--- config.mk ---
export PLATFORM = sky130hd
export DESIGN_NAME = macc_accum_multibeat
export DESIGN_NICKNAME = d
export VERILOG_FILES = /design/src/rtl/macc_accum_multibeat.sv
export SDC_FILE = /design/constraint.sdc
export NUM_CORES = 2
export LEC_CHECK = 0
export BUFFER_PORTS_ARGS = -buffer_cell sky130_fd_sc_hd__buf_2
export CAP_MARGIN = 5
export CORE_ASPECT_RATIO = 1.25
export CORE_MARGIN = 4
export CORE_UTILIZATION = 40
export CTS_CLUSTER_DIAMETER = 120
export DETAILED_ROUTE_END_ITERATION = 16
export PLACE_DENSITY = 0.68
export SETUP_SLACK_MARGIN = 0.05
export SLEW_MARGIN = 20
export SYNTH_ARGS = -nofsm -noshare
export SYNTH_HDL_FRONTEND = slang
export SYNTH_SLANG_ARGS = --single-unit
--- constraint.sdc ---
create_clock -name clk -period 5.34 [get_ports clk]
set_clock_uncertainty 0.15 [all_clocks]
set_input_delay 0.534 -clock clk [delete_from_list [all_inputs] [get_ports clk]]
set_output_delay 0.534 -clock clk [all_outputs]
set_load 0.05 [all_outputs]
--- src/rtl/macc_accum_multibeat.sv ---
// -----------------------------------------------------------------------------
// macc_accum_multibeat
//
// Multi-beat multiply-accumulate for the CNN conv/dense engines. Each beat
// multiplies NUM_INPUTS signed activation lanes by weight lanes and reduces
// the products in a registered adder tree. The accumulator sums those dot
// products over a window closed by i_last and adds the window's bias, which is
// taken from the window's first beat.
//
// Latency: a beat sampled at edge k reaches the accumulator at edge k+L+1. Its
// window result (when it is the last beat) shows o_valid after edge k+L+2.
// Here L = $clog2(NUM_INPUTS).
//
// Optional feature: define MACC_ACC_SAT_EN to clamp every accumulator add to
// the signed ACC_WIDTH range. When it is not defined, the accumulator wraps.
// In both builds o_ovf flags the overflow.
//
// Ports:
//   clk       clock, all logic on the rising edge
//   rst       synchronous, active-high reset
//   i_data_a  NUM_INPUTS signed activations; lane i at [(i+1)*A_WIDTH-1 : i*A_WIDTH]
//   i_data_b  NUM_INPUTS weights, same packing (signedness from B_SIGNED)
//   i_bias    signed window bias, used from the first beat of a window
//   i_valid   beat valid
//   i_last    final beat of the window (only meaningful with i_valid)
//   o_data    signed window result
//   o_valid   one-cycle pulse per completed window
//   o_beats   valid beats in the reported window, saturating at MAX_BEATS
//   o_ovf     accumulator overflow seen anywhere in the reported window
// -----------------------------------------------------------------------------
module macc_accum_multibeat #(
   parameter int NUM_INPUTS = 20,
   parameter int A_WIDTH    = 8,
   parameter int B_WIDTH    = 8,
   parameter int B_SIGNED   = 0,
   parameter int ACC_WIDTH  = 32,
   parameter int MAX_BEATS  = 64
) (
   input  logic                              clk,
   input  logic                              rst,
   input  logic [A_WIDTH*NUM_INPUTS-1:0]     i_data_a,
   input  logic [B_WIDTH*NUM_INPUTS-1:0]     i_data_b,
   input  logic signed [ACC_WIDTH-1:0]       i_bias,
   input  logic                              i_valid,
   input  logic                              i_last,
   output logic signed [ACC_WIDTH-1:0]       o_data,
   output logic                              o_valid,
   output logic [$clog2(MAX_BEATS+1)-1:0]    o_beats,
   output logic                              o_ovf
);

   localparam int L   = $clog2(NUM_INPUTS);
   localparam int PW  = A_WIDTH + B_WIDTH + 1;
   localparam int TW  = PW + L;
   localparam int CW  = $clog2(MAX_BEATS + 1);
   localparam int MSB = ACC_WIDTH - 1;

   // ---------------------------------------------------------------------------
   // Multiplier stage (layer 0) and adder tree (layers 1..L). Layer k holds
   // ceil(NUM_INPUTS / 2^k) nodes, and each node is PW+k bits wide. The
   // sideband signals (valid, last, bias) travel with the data of each layer.
   // ---------------------------------------------------------------------------
   for (genvar k = 0; k <= L; k++) begin : g_lvl
      localparam int W    = PW + k;
      localparam int KP   = (k > 0) ? k - 1 : 0;
      localparam int CNT  = (NUM_INPUTS + (1 << k) - 1) >> k;
      localparam int PCNT = (NUM_INPUTS + (1 << KP) - 1) >> KP;

      logic                        vld;
      logic                        lst;
      logic signed [ACC_WIDTH-1:0] bias;

      if (k == 0) begin : g_side
         // NOTE: clocked state is written with non-blocking assignments so every
         // register samples the values from before the edge, whatever the order
         // of the processes.
         always_ff @(posedge clk) begin
            if (rst) vld <= 1'b0;
            else     vld <= i_valid;
         end

         always_ff @(posedge clk) begin
            if (i_valid) begin
               lst  <= i_last;
               bias <= i_bias;
            end
         end
      end else begin : g_side
         always_ff @(posedge clk) begin
            if (rst) vld <= 1'b0;
            else     vld <= g_lvl[k-1].vld;
         end

         always_ff @(posedge clk) begin
            if (g_lvl[k-1].vld) begin
               lst  <= g_lvl[k-1].lst;
               bias <= g_lvl[k-1].bias;
            end
         end
      end

      for (genvar j = 0; j < CNT; j++) begin : g_node
         logic signed [W-1:0] q;

         if (k == 0) begin : g_mul
            logic signed [A_WIDTH-1:0] a_lane;
            logic signed [B_WIDTH:0]   b_lane;
            (* use_dsp = "yes" *) logic signed [PW-1:0] prod;

            // B gets one extra bit, either a zero or a copy of its sign bit.
            // Both operands are then signed and the product fits exactly in PW bits.
            assign a_lane = i_data_a[j*A_WIDTH +: A_WIDTH];
            assign b_lane = {(B_SIGNED != 0) && i_data_b[(j+1)*B_WIDTH-1],
                             i_data_b[j*B_WIDTH +: B_WIDTH]};
            assign prod   = PW'(a_lane) * PW'(b_lane);

            // NOTE: datapath registers have no reset. The valid bits travelling
            // next to them are reset, and those bits decide whether the data is used.
            always_ff @(posedge clk) begin
               if (i_valid) q <= prod;
            end
         end else if (2*j + 1 < PCNT) begin : g_pair
            always_ff @(posedge clk) begin
               if (g_lvl[k-1].vld)
                  q <= W'(g_lvl[k-1].g_node[2*j].q) + W'(g_lvl[k-1].g_node[2*j+1].q);
            end
         end else begin : g_odd
            // An odd node left over at the end of a layer is passed on
            // unchanged, sign-extended by one bit.
            always_ff @(posedge clk) begin
               if (g_lvl[k-1].vld) q <= W'(g_lvl[k-1].g_node[2*j].q);
            end
         end
      end
   end

   logic signed [TW-1:0]        tree_sum;
   logic                        tree_vld;
   logic                        tree_lst;
   logic signed [ACC_WIDTH-1:0] tree_bias;

   assign tree_sum  = g_lvl[L].g_node[0].q;
   assign tree_vld  = g_lvl[L].vld;
   assign tree_lst  = g_lvl[L].lst;
   assign tree_bias = g_lvl[L].bias;

   // ---------------------------------------------------------------------------
   // Accumulator stage
   // ---------------------------------------------------------------------------
   logic signed [ACC_WIDTH-1:0] acc_q;
   logic [CW-1:0]               beats_q;
   logic                        ovf_q;
   logic                        first_q;
   logic                        done_q;

   logic signed [ACC_WIDTH-1:0] s_ext;
   logic signed [ACC_WIDTH-1:0] base;
   logic signed [ACC_WIDTH-1:0] sum_raw;
   logic signed [ACC_WIDTH-1:0] acc_next;
   logic [CW-1:0]               beats_next;
   logic                        add_ovf;
   logic                        ovf_next;

`ifdef MACC_ACC_SAT_EN
   localparam logic signed [ACC_WIDTH-1:0] ACC_MAX = {1'b0, {(ACC_WIDTH-1){1'b1}}};
   localparam logic signed [ACC_WIDTH-1:0] ACC_MIN = {1'b1, {(ACC_WIDTH-1){1'b0}}};
`endif

   // NOTE: every output of this block gets a value before any branch is taken,
   // so no path can leave one unassigned and infer a latch.
   always_comb begin
      s_ext      = ACC_WIDTH'(tree_sum);
      base       = first_q ? tree_bias : acc_q;
      sum_raw    = base + s_ext;
      // Signed overflow: the operands have the same sign and the sum's sign differs.
      add_ovf    = (base[MSB] == s_ext[MSB]) && (sum_raw[MSB] != base[MSB]);
      acc_next   = sum_raw;
`ifdef MACC_ACC_SAT_EN
      if (add_ovf) acc_next = base[MSB] ? ACC_MIN : ACC_MAX;
`endif
      ovf_next   = first_q ? add_ovf : (ovf_q | add_ovf);
      beats_next = beats_q + CW'(1);
      if (first_q)
         beats_next = CW'(1);
      else if (beats_q >= CW'(MAX_BEATS))
         beats_next = CW'(MAX_BEATS);
   end

   always_ff @(posedge clk) begin
      if (rst) begin
         acc_q   <= '0;
         beats_q <= '0;
         ovf_q   <= 1'b0;
         first_q <= 1'b1;
         done_q  <= 1'b0;
      end else begin
         done_q <= tree_vld && tree_lst;
         if (tree_vld) begin
            acc_q   <= acc_next;
            beats_q <= beats_next;
            ovf_q   <= ovf_next;
            first_q <= tree_lst;
         end
      end
   end

   // The output register captures the finished window one cycle after its last
   // add. A following window may already be overwriting acc_q on that same
   // edge, so the capture takes acc_q's value from before the edge.
   always_ff @(posedge clk) begin
      if (rst) begin
         o_data  <= '0;
         o_beats <= '0;
         o_ovf   <= 1'b0;
         o_valid <= 1'b0;
      end else begin
         o_valid <= done_q;
         if (done_q) begin
            o_data  <= acc_q;
            o_beats <= beats_q;
            o_ovf   <= ovf_q;
         end
      end
   end

endmodule

Word-level counts from Yosys, hierarchy flattened. Index checks and enable logic that the tools add are counted.

Register bits: 1023. Bits in latches: 0. Bits in writable memories: 0. ROM bits: 0. Output and inout bits: 41. Memories: 0.

Add/sub/neg operators: 21. $mul: 20. Divide/modulo/power cells: 0. $lt $le $gt $ge: 1. Equality and inequality tests: 2. Shift operators: 0. Mux-type cells: 4. Bitwise gates (word level): 1. Reductions and logical operators: 2.

Operators by type and width (number): $mul A8 B9 Y17 (20); $add A17 B17 Y18 (10); $add A18 B18 Y19 (5); $add A19 B19 Y20 (2); $add A32 B22 Y32 (1); $mux W32 (1); $add A21 B19 Y22 (1); $add A20 B20 Y21 (1); $mux W7 (2); $add A7 B1 Y7 const B (1); $ge A7 B7 Y1 const B (1); $logic_and A1 B1 Y1 (2); $eq A1 B1 Y1 (1); $mux W1 (1); $ne A1 B1 Y1 (1); $or A1 B1 Y1 (1).

Longest topological paths before layout.
Depth after elaboration: 6. Gate-level depth with buffers: 22. Gate-level depth less buffers: 22.

Worst setup path before layout. Ideal clock, no wire load.

Kind: register to register. Start point: register g_lvl[0].vld. End point: register g_lvl[1].bias[0] (enable). Setup time: 0.594 ns. Arrival: 4.951 ns. Setup slack: -0.355 ns. Stages on the path, launching flop included: 1. Path through: dfxtp_1.

RTL lines: start, declared (RTL line 69) `logic vld;`; start signal, assigned (RTL line 79) `else vld <= i_valid;`; end signal, assigned (RTL line 97) `bias <= g_lvl[k-1].bias;`; end, declared (RTL line 71) `logic signed [ACC_WIDTH-1:0] bias;`.

No word-level cell between the ends.

Final worst setup path.
Start point: input port i_data_a[128]. End point: register g_lvl[0].g_node[16].q[15], data pin.

Word-level cells in the longest chain between the ends: 1.

Ends and longest elaborated chain: start, declared (RTL line 41) `input logic [A_WIDTH*NUM_INPUTS-1:0] i_data_a,`; $mul A8 B9 Y17 (RTL line 115) `assign prod = PW'(a_lane) * PW'(b_lane);`; via g_lvl[0].g_node[16].g_mul.prod[15] (RTL line 108) `(* use_dsp = "yes" *) logic signed [PW-1:0] prod;`; end signal, assigned (RTL line 120) `if (i_valid) q <= prod;`; end, declared (RTL line 103) `logic signed [W-1:0] q;`.

The timed path passes the listed nets, and every way through them passes these cells. A chain may end at the register's enable or synchronous reset.

==> out/qor.yml <==
status: "completed"
start_util_pct: 40.3
clkTransAtPathRegs_ns: 0.06
p_int_w: 0.0269
slew_violations: 0
hpwl_mm: 163
ir_worst_vdd_v: 0.000305
grt_pass1_vias: 63300
drc: 0
fmax_mhz: 204
slowest_stage: "dlygate4sd3_1"
worstReg2RegStart: "first_q"
max_stage_delay_ns: 0.55
drt-total-wl_mm: 203
die_y_um: 537
synth_seq_area_share_pct: 33.4
cp-startpoint: "i_data_a[128]"
syn-cell-area_mm2: 0.0894
cap_violations: 0
seq_area_mm2: 0.0298
sequentialPowerShare_pct: 30.0
ys.flop_type: "edfxtp_1"
yosysMostFrequentCell: "inv_1"
die_x_um: 431
synth_area_leaders: "edfxtp_1 31%, ha_1 17%, fa_1 17%, and2_1 5.9%, inv_1 5.7%"
track_usage_pct: 17.7
cts_tree: "done"
syn_nets: 10600
total_power_w: 0.0440
grt_max_degree: 131
maxSlewHeadroom_pct: 35.7
p_sw_w: 0.0170
port_buffers: 396
worst_pin_slew_ns: 0.965
yosys.area.top_type: "edfxtp_1"
cts_htree_levels: 3
hold_start: "i_data_a[16]"
io_pins: 397
place_congestion: 0.878
antenna_left: 0
grt_antenna_before_repair: 31
fp-row-count: 193
p_sw_share_pct: 38.8
vias: 59000
clkLatencyLatePin_ns: 0.73
worstSetupEndpointType: "flop"
via_per_inst: 4.97
p_leak_nw: 45.6
cts_buffer_depth: 3
clkPwrFrac_pct: 18.2
power.density_mw_per_mm2: 441
rsz0062_at_grt: "no"
setup_viol: 0
synthCells: 8251
synth_warnings: 0
power_frac_comb_pct: 51.8
finalHoldViolations: 0
drt_first_pass_iters: 5
cts_buffers: 113
ys_seq_elements: 1023
wire_per_inst_um: 17.1
syn_avg_cell_area_um2: 10.8
grt-ovfl-total: 0
clock-sinks: 1023
cp_max_fo: 8
ff2ff_setup_slack_ns: 1.45
worst-path-buf-inv: 4
arrival_ns: 5.22
multi_input_area_mm2: 0.0544
hp-class: "in2reg"
n_fill_cell: 20500
core_mm2: 0.222
grt_pass1_wl_mm: 330
area_delta_synth_final_pct: 11.5
dieArea_mm2: 0.231
crit_chain: "dlygate4sd3_1 -> buf_2 -> and2_1 -> ha_1 -> fa_1 -> inv_1 -> fa_1 -> fa_1 -> inv_1 -> ha_1 -> a21oi_1 -> o21ai_0 -> a21oi_1 -> o21bai_1 -> a21oi_1 -> nor2b_1 -> o21a_1 -> o41a_1 -> xnor2_1"
cts-root-buf: "clkbuf_16"
synthTopCellsByCount: "1,357 x inv_1, 1,232 x ha_1, 934 x edfxtp_1"
synthArstFlopShare_pct: 0
crit_type: "in2reg"
yosysTopAreaCellShare_pct: 31.4
tns_ns: 0
first_iter_violations: 2591
drive_gt1_share_pct: 7.94
post-route-min-period_ns: 4.90
worst_setup_path_start_kind: "input pin"
post-route-period-util_pct: 91.8
cpLargestDelayFamily: "adder cells"
synth_cell_types: 78
required_ns: 5.66
nNetsFinal: 11200
synth_edf_count: 934
## placed cells by master (no fill, tap or decap), types with 55 or more instances in the layout
cell type	count
a21o_1	126
a21oi_1	320
and2_1	840
buf_2	395
clkbuf_16	114
dfxtp_1	82
edfxtp_1	934
fa_1	760
ha_1	1232
inv_1	1357
mux2i_1	66
nand2_1	459
nand2b_1	94
nand3_1	68
nor2_1	428
nor2b_1	83
nor3_1	108
o21a_1	55
o21ai_0	167
o21bai_1	91
xnor2_1	405
xor2_1	133
## what timing repair did
item	4_1_cts	5_1_grt
setup buffers	0	0
resized for setup	0	0
hold endpoints to repair	36	0
hold buffers	38	0
## power groups by stage
stage / sequential, W / clock, W / combinational (W)
2_1_floorplan: 0.0128 / 0 / 0.0171
3_3_place_gp: 0.0134 / 0 / 0.0225
3_5_place_dp: 0.0134 / 0 / 0.0229
4_1_cts: 0.0133 / 0.00828 / 0.0232
5_1_grt: 0.0133 / 0.00862 / 0.0261
6_report: 0.0132 / 0.00802 / 0.0228
## path summary, 6_finish.rpt
kind | cells past startpoint | to
max | 19 | g_lvl[0].g_node[16].q[15]
min | 2 | g_lvl[0].g_node[2].q[0]
max reg2reg | 15 | acc_q[30]
min reg2reg | 0 | g_lvl[2].bias[16]
## metrics by stage
step | hold slack (ns) | cell area, µm² | setup slack [ns] | utilization (%) | instances
global placement | 0.251 | 95400 | 0.0817 | 43.0 | 11600
CTS | 0.00101 | 99700 | 0.519 | 44.9 | 11800
detailed placement | 0.255 | 95400 | 0.0882 | 43.0 | 11600
floorplan | 0.250 | 89400 | 0.408 | - | 8251
global route | 0.0481 | 99700 | 0.201 | 44.9 | 11900
finish | 0.0873 | 99700 | 0.437 | 44.9 | 11900
## final cells by class
cell class / count / share of cell area (%)
antenna: 15 / 0.0376
clock buffer: 141 / 3.06
clock inverter: 70 / 0.839
inverter: 1359 / 5.12
multi-input combinational: 5838 / 54.5
sequential: 1023 / 29.9
tap: 2925 / 3.67
timing repair buffer: 484 / 2.83
## metal layers
| metal | vias to the layer above | GRT usage, % | part of all wire [%] | wire length (µm) |
|---|---|---|---|---|
| li1 | 28700 | - | - | - |
| met3 | 305 | 1.97 | 3.5 | 7060 |
| met2 | 994 | 32.9 | 52 | 105000 |
| met5 | - | 0 | 0.040 | 81 |
| met1 | 28900 | 21.4 | 41 | 84100 |
| met4 | 12 | 5.50 | 3.2 | 6480 |
## cells by family after synthesis
family	count (synthesis)	share of synthesized area, %
mux	97	1.13
buf+inv	1390	5.84
fa+ha+maj	1992	34.3
xor+xnor	538	5.27
simple gates	2202	12.7
compound gates	1009	7.42
flops	1023	33.4
## registers in the layout (all words and copies together) (netlist names)
name and count:
ovf_q 1, g_lvl.bias 192, g_lvl.g_node.q 736, first_q 1
o_valid 1, o_beats 7, acc_q 32, g_lvl.lst 6
done_q 1, o_ovf 1, beats_q 7, o_data 32
g_lvl.vld 6
No activity file was read; power rests on OpenSTA's default activity.
